--- src/rtl/seg_scan_pkg.sv ---
// rtl/seg_scan_pkg.sv - shared constants, state type and helpers for the segment scan reader
package seg_scan_pkg;

  // Bit order matches the encoder: bit6=a ... bit0=g
  localparam logic [6:0] SEG_0     = 7'h7E;
  localparam logic [6:0] SEG_1     = 7'h30;
  localparam logic [6:0] SEG_2     = 7'h6D;
  localparam logic [6:0] SEG_3     = 7'h79;
  localparam logic [6:0] SEG_4     = 7'h33;
  localparam logic [6:0] SEG_5     = 7'h5B;
  localparam logic [6:0] SEG_6     = 7'h5F;
  localparam logic [6:0] SEG_7     = 7'h70;
  localparam logic [6:0] SEG_8     = 7'h7F;
  localparam logic [6:0] SEG_9     = 7'h73;
  localparam logic [6:0] SEG_BLANK = 7'h00;

  localparam logic [3:0] DIG_BLANK = 4'hF;
  localparam logic [3:0] DIG_ERR   = 4'hE;

  typedef enum logic [1:0] {
    IDLE   = 2'd0,
    SETTLE = 2'd1,
    HOLD   = 2'd2
  } scan_state_e;

  function automatic int clog2(input int value);
    int r;
    r = 0;
    while ((1 << r) < value) r++;
    return r;
  endfunction

endpackage

--- src/rtl/seg_pattern_decode.sv ---
// rtl/seg_pattern_decode.sv - seven-segment pattern to digit value, blank and error flags
module seg_pattern_decode
  import seg_scan_pkg::*;
(
  input  logic [6:0] pattern,
  output logic [3:0] value,
  output logic       blank,
  output logic       err
);

  always_comb begin
    value = DIG_ERR;
    blank = 1'b0;
    err   = 1'b0;
    case (pattern)
      SEG_0:     value = 4'd0;
      SEG_1:     value = 4'd1;
      SEG_2:     value = 4'd2;
      SEG_3:     value = 4'd3;
      SEG_4:     value = 4'd4;
      SEG_5:     value = 4'd5;
      SEG_6:     value = 4'd6;
      SEG_7:     value = 4'd7;
      SEG_8:     value = 4'd8;
      SEG_9:     value = 4'd9;
      SEG_BLANK: begin
        value = DIG_BLANK;
        blank = 1'b1;
      end
      default:   err = 1'b1;
    endcase
  end

endmodule

--- src/rtl/seg_scan_reader.sv ---
// rtl/seg_scan_reader.sv - recovers digit values from a multiplexed seven-segment scan bus
module seg_scan_reader
  import seg_scan_pkg::*;
#(
  parameter int NDIG          = 4,
  parameter int STABLE_CYCLES = 8
) (
  input  logic              clk,
  input  logic              reset,
  input  logic [6:0]        seg_in,
  input  logic [NDIG-1:0]   dig_en,
  output logic              frame_valid,
  output logic [4*NDIG-1:0] frame_digits,
  output logic [NDIG-1:0]   frame_blank,
  output logic [NDIG-1:0]   frame_err
);

  localparam int            CW      = clog2(STABLE_CYCLES + 1);
  localparam logic [CW-1:0] CNT_MAX = CW'(STABLE_CYCLES);

  logic [6:0]        r_seg;
  logic [NDIG-1:0]   r_en;

  scan_state_e       state_q, state_d;
  logic [CW-1:0]     cnt_q, cnt_d;
  logic [6:0]        ref_seg_q, ref_seg_d;
  logic [NDIG-1:0]   ref_en_q, ref_en_d;
  logic              capture;

  logic [NDIG-1:0]   seen_q;
  logic [NDIG-1:0]   seen_base;
  logic              publish;
  logic [4*NDIG-1:0] shadow_digits;
  logic [NDIG-1:0]   shadow_blank;
  logic [NDIG-1:0]   shadow_err;

  logic [3:0]        dec_value;
  logic              dec_blank;
  logic              dec_err;
  logic              en_onehot;
  logic              same;

  seg_pattern_decode u_decode (
    .pattern (r_seg),
    .value   (dec_value),
    .blank   (dec_blank),
    .err     (dec_err)
  );

  assign en_onehot = (r_en != '0) && ((r_en & (r_en - NDIG'(1))) == '0);
  assign same      = (r_seg == ref_seg_q) && (r_en == ref_en_q);

  always_ff @(posedge clk) begin
    if (reset) begin
      r_seg     <= '0;
      r_en      <= '0;
      state_q   <= IDLE;
      cnt_q     <= '0;
      ref_seg_q <= '0;
      ref_en_q  <= '0;
    end else begin
      r_seg     <= seg_in;
      r_en      <= dig_en;
      state_q   <= state_d;
      cnt_q     <= cnt_d;
      ref_seg_q <= ref_seg_d;
      ref_en_q  <= ref_en_d;
    end
  end

  always_comb begin
    state_d   = state_q;
    cnt_d     = cnt_q;
    ref_seg_d = ref_seg_q;
    ref_en_d  = ref_en_q;
    capture   = 1'b0;
    case (state_q)
      IDLE: begin
        if (en_onehot) begin
          state_d   = SETTLE;
          cnt_d     = CW'(1);
          ref_seg_d = r_seg;
          ref_en_d  = r_en;
        end
      end
      SETTLE: begin
        if (same) begin
          // cnt only advances below the limit, so it saturates rather than wraps
          if (cnt_q == CNT_MAX) begin
            capture = 1'b1;
            state_d = HOLD;
          end else begin
            cnt_d = cnt_q + CW'(1);
          end
        end else if (en_onehot) begin
          cnt_d     = CW'(1);
          ref_seg_d = r_seg;
          ref_en_d  = r_en;
        end else begin
          state_d = IDLE;
        end
      end
      HOLD: begin
        if (!same) begin
          if (en_onehot) begin
            state_d   = SETTLE;
            cnt_d     = CW'(1);
            ref_seg_d = r_seg;
            ref_en_d  = r_en;
          end else begin
            state_d = IDLE;
          end
        end
      end
      default: state_d = IDLE;
    endcase
  end

  // A full set of seen slots is published on the following edge
  assign publish   = (seen_q == '1);
  assign seen_base = publish ? '0 : seen_q;

  always_ff @(posedge clk) begin
    if (reset) begin
      seen_q        <= '0;
      shadow_digits <= '0;
      shadow_blank  <= '0;
      shadow_err    <= '0;
      frame_valid   <= 1'b0;
      frame_digits  <= '0;
      frame_blank   <= '0;
      frame_err     <= '0;
    end else begin
      frame_valid <= publish;
      if (publish) begin
        frame_digits <= shadow_digits;
        frame_blank  <= shadow_blank;
        frame_err    <= shadow_err;
      end
      if (capture) begin
        // Revisiting an already-seen slot means the scan wrapped: start a new frame
        if ((seen_base & ref_en_q) != '0) seen_q <= ref_en_q;
        else                              seen_q <= seen_base | ref_en_q;
        for (int i = 0; i < NDIG; i++) begin
          if (ref_en_q[i]) begin
            shadow_digits[4*i +: 4] <= dec_value;
            shadow_blank[i]         <= dec_blank;
            shadow_err[i]           <= dec_err;
          end
        end
      end else begin
        seen_q <= seen_base;
      end
    end
  end

endmodule

--- config.mk ---
export PLATFORM = sky130hd
export DESIGN_NAME = seg_scan_reader
export DESIGN_NICKNAME = d
export VERILOG_FILES = /design/src/rtl/seg_scan_pkg.sv /design/src/rtl/seg_pattern_decode.sv /design/src/rtl/seg_scan_reader.sv
export SDC_FILE = /design/constraint.sdc
export NUM_CORES = 1
export LEC_CHECK = 0
export ABC_AREA = 1
export BUFFER_PORTS_ARGS = -buffer_cell sky130_fd_sc_hd__buf_2
export CAP_MARGIN = 20
export CORE_ASPECT_RATIO = 0.9
export CORE_MARGIN = 3
export CORE_UTILIZATION = 60
export DETAILED_ROUTE_END_ITERATION = 7
export GPL_TIMING_DRIVEN = 0
export PLACE_DENSITY = 0.79
export SETUP_SLACK_MARGIN = 0.02
export SLEW_MARGIN = 20
export SYNTH_ARGS = -nofsm -noshare
export SYNTH_HDL_FRONTEND = slang
export SYNTH_SLANG_ARGS = --single-unit
--- constraint.sdc ---
create_clock -name clk -period 4.2 [get_ports clk]
set_input_delay 0.21 -clock clk [delete_from_list [all_inputs] [get_ports clk]]
set_output_delay 0.21 -clock clk [all_outputs]
set_load 0.02 [all_outputs]
==> results by group <==
Run status
  • Status: finished clean

Clocking
  • CTS Hold Bufs: 0
  • CTS Buffer Depth: 2
  • Total CTS buffers: 9
  • Setup fix buffers added after clock tree synthesis: 0
  • Worst-Skew Late Latency: 0.36 ns
  • H-tree depth: 3
  • CTS tree: built
  • Clk pin slew, worst setup/hold paths: 0.08 ns
  • Clk root buf: clkbuf_8
  • Resize count post-CTS: 0
  • Sinks on Clock Net: 81

Timing
  • Fin. max-slew vios: 0
  • Period minus WS final: 2.13 ns
  • Fin crit share: 50.6%
  • Final-report hold violation count: 0
  • Slew @ Worst Pin: 0.565 ns
  • Slew HR: 62.3%
  • # setup viols final: 0
  • Unrepaired setup endpoints after global routing: no
  • Post-Route Setup TNS: 0 ns
  • Worst clock skew: 0.00904 ns
  • Setup ws final: 2.07 ns
  • Fmax: 471 MHz

Global routing
  • Vias in the first global route: 3023
  • Grt total ovfl: 0
  • Total GRT Usage: 24.5%
  • Initial antenna violation count: 0
  • First-pass GRT wire length: 13500 um
  • Largest net degree at the start of global routing: 16

Synth
  • Post-Syn Instances: 511
  • Post-synthesis register bit count: 81
  • Syn nets: 530
  • Post-synthesis sequential area ratio: 44.8%
  • Synth Warn #: 0
  • Synth Cell Area: 3620 sq um
  • Distinct cells, synth: 29
  • Mean post-synth cell area: 7.08 sq um

Worst setup path
  • Family with the most delay on the worst path: simple AND/OR/NAND/NOR gates
  • CP startpoint kind: flip-flop
  • Worst setup EP type: flip-flop
  • R2r setup slk: 2.07 ns
  • Crit-path cells: inv_2 > nor2_1 > inv_1 > nor4_1 > nor2_1 > nand3_1 > nand2_1 > inv_1 > a21oi_1
  • Crit path required time: 4.45 ns
  • Slowest stage delay, CP: 0.48 ns
  • Kind of critical path: flip-flop to flip-flop
  • Critical Path AT: 2.37 ns
  • CP max FO: 7
  • CP max stage cell: dfxtp_1
  • Buf/Inv on CP: 3

Floorplan
  • Core Region: 5760 sq um
  • # rows: 26
  • Starting Density: 62.8%
  • Die X: 87.8 um
  • Die height: 79.7 um
  • # IOs: 38
  • Die area: 7000 sq um

Layout
  • Multi-input logic area: 1650 sq um
  • Fin cells: 634
  • Ant diodes: 0
  • Sequential cell area: 1620 sq um
  • Area grow syn2layout: 12.4%
  • Layout Nets: 578
  • Layout cells sized above 1: 12.9%
  • Filler cells: 499

Placement
  • Cell Count Post-Placement: 618
  • Port Buffers: 37
  • Dpl ws: 2.20 ns
  • HPWL Detailed: 5690 um
  • GPL Wtd Cong: 0.858

Pwr
  • P_leak: 1.93 nW
  • PD cells: 438 nW/um^2
  • Total power: 1.78 mW
  • Worst VDD drop: 0.000307 V

Detailed routing
  • Drt pass-1 iters: 5
  • Wire per inst: 12.4 um
  • DR vias: 3318
  • Antenna-violating nets left: 0
  • Starting DRT DRC Count: 197
  • DR vias/cell: 5.23
  • DRC violations left: 0
  • Drt total wl: 7870 um

Job
  • Max Cap Viol: 0

Hold path
  • Min-delay worst type: input pin to flip-flop
cell families (layout without fill, tap and decap cells):
kind of cell / after synthesis / in the layout / share of synthesized area, %
simple gates: 229 / 229 / 27.1
compound gates: 107 / 107 / 15.1
buf+inv: 82 / 135 / 9.44
flops: 81 / 81 / 44.8
fa+ha+maj: 6 / 6 / 2.08
xor+xnor: 6 / 6 / 1.45
layer usage:
layer	wire length, um	share of wire, %	up-vias	track usage [%]
met1	3540	45	1476	30.6
met3	493	6.3	11	6.71
met4	107	1.4	0	7.98
li1	-	-	1725	-
met2	3730	47	106	40.9
met5	0	0	-	0
area by class of cell:
type,instances,area share (%)
Buffer,18,2.49
Clock buffer,9,3.05
Clock inverter,7,1.29
Inverter,64,5.91
Multi-Input combinational cell,348,40.7
Sequential cell,81,39.9
Tap cell,70,2.15
Timing Repair Buffer,37,4.55
final timing paths:
kind | start | to | cells past startpoint
worst min-delay path | dig_en[1] | r_en[1]$_SDFF_PP0_ | 3
worst max register to register | r_seg[5]$_SDFF_PP0_ | shadow_digits[10]$_SDFFE_PP0P_ | 9
worst min register to register | ref_seg_q[3]$_SDFFE_PP0P_ | ref_seg_q[3]$_SDFFE_PP0P_ | 2
worst max-delay path | r_seg[5]$_SDFF_PP0_ | shadow_digits[10]$_SDFFE_PP0P_ | 9
worst min-delay path, stage by stage:
cell	delay, ns
buf_2	0.07
inv_1	0.03
nor2_1	0.06
cell usage in the layout, fill, tap and decap left out, types with 6 or more instances in the layout:
cell type	count
a21oi_1	37
buf_2	37
clkbuf_1	12
clkbuf_8	9
dfxtp_1	81
ha_1	6
inv_1	59
nand2_1	89
nand3_1	21
nand4_1	8
nor2_1	98
o21ai_0	46
o21ai_1	20
report_power, final:
| part | switching [mW] | internal (mW) | total [mW] |
|---|---|---|---|
| clock | 0.301 | 0.221 | 0.522 |
| combinational | 0.264 | 0.127 | 0.391 |
| sequential | 0.0463 | 0.822 | 0.868 |
flip-flops by register name, indices dropped and copies added (netlist names):
name           cells
cnt_q              4
frame_blank        4
frame_digits      16
frame_err          4
frame_valid        1
r_en               4
r_seg              7
ref_en_q           4
ref_seg_q          7
seen_q             4
shadow_blank       4
shadow_digits     16
shadow_err         4
state_q            2
cells in the mapped netlist:
library cell	count	area share [%]
nor2_2	1	0.17
nand4_4	1	0.59
nor4_1	1	0.17
a21oi_1	37	5.1
clkbuf_1	12	1.2
nor3_1	1	0.14
o31ai_1	1	0.21
xor2_1	2	0.48
inv_2	5	0.52
nor3b_1	1	0.21
dfxtp_1	81	45
nand2_1	89	9.2
o21ai_0	46	6.4
ha_1	6	2.1
nand4_1	8	1.4
o21ai_1	20	2.8
o2111ai_1	1	0.24
buf_1	1	0.10
inv_1	59	6.1
buf_6	4	1.2
nor2_1	98	10
a31oi_1	1	0.17
nor2_4	5	1.6
xnor2_1	4	0.97
nand3_1	21	2.9
a21oi_2	1	0.24
nand2_2	2	0.35
nand3b_1	1	0.21
buf_4	1	0.21
per-stage QoR:
stage | hold WS, ns | instance area, sq um | utilization, %
floorplan | 0.317 | 3620 | -
global placement | 0.408 | 3890 | 67.6
detailed placement | 0.416 | 3890 | 67.6
CTS | 0.0380 | 4070 | 70.6
global route | 0.0405 | 4070 | 70.6
finish | 0.0483 | 4070 | 70.6
Power figures use the tool's default switching activity.
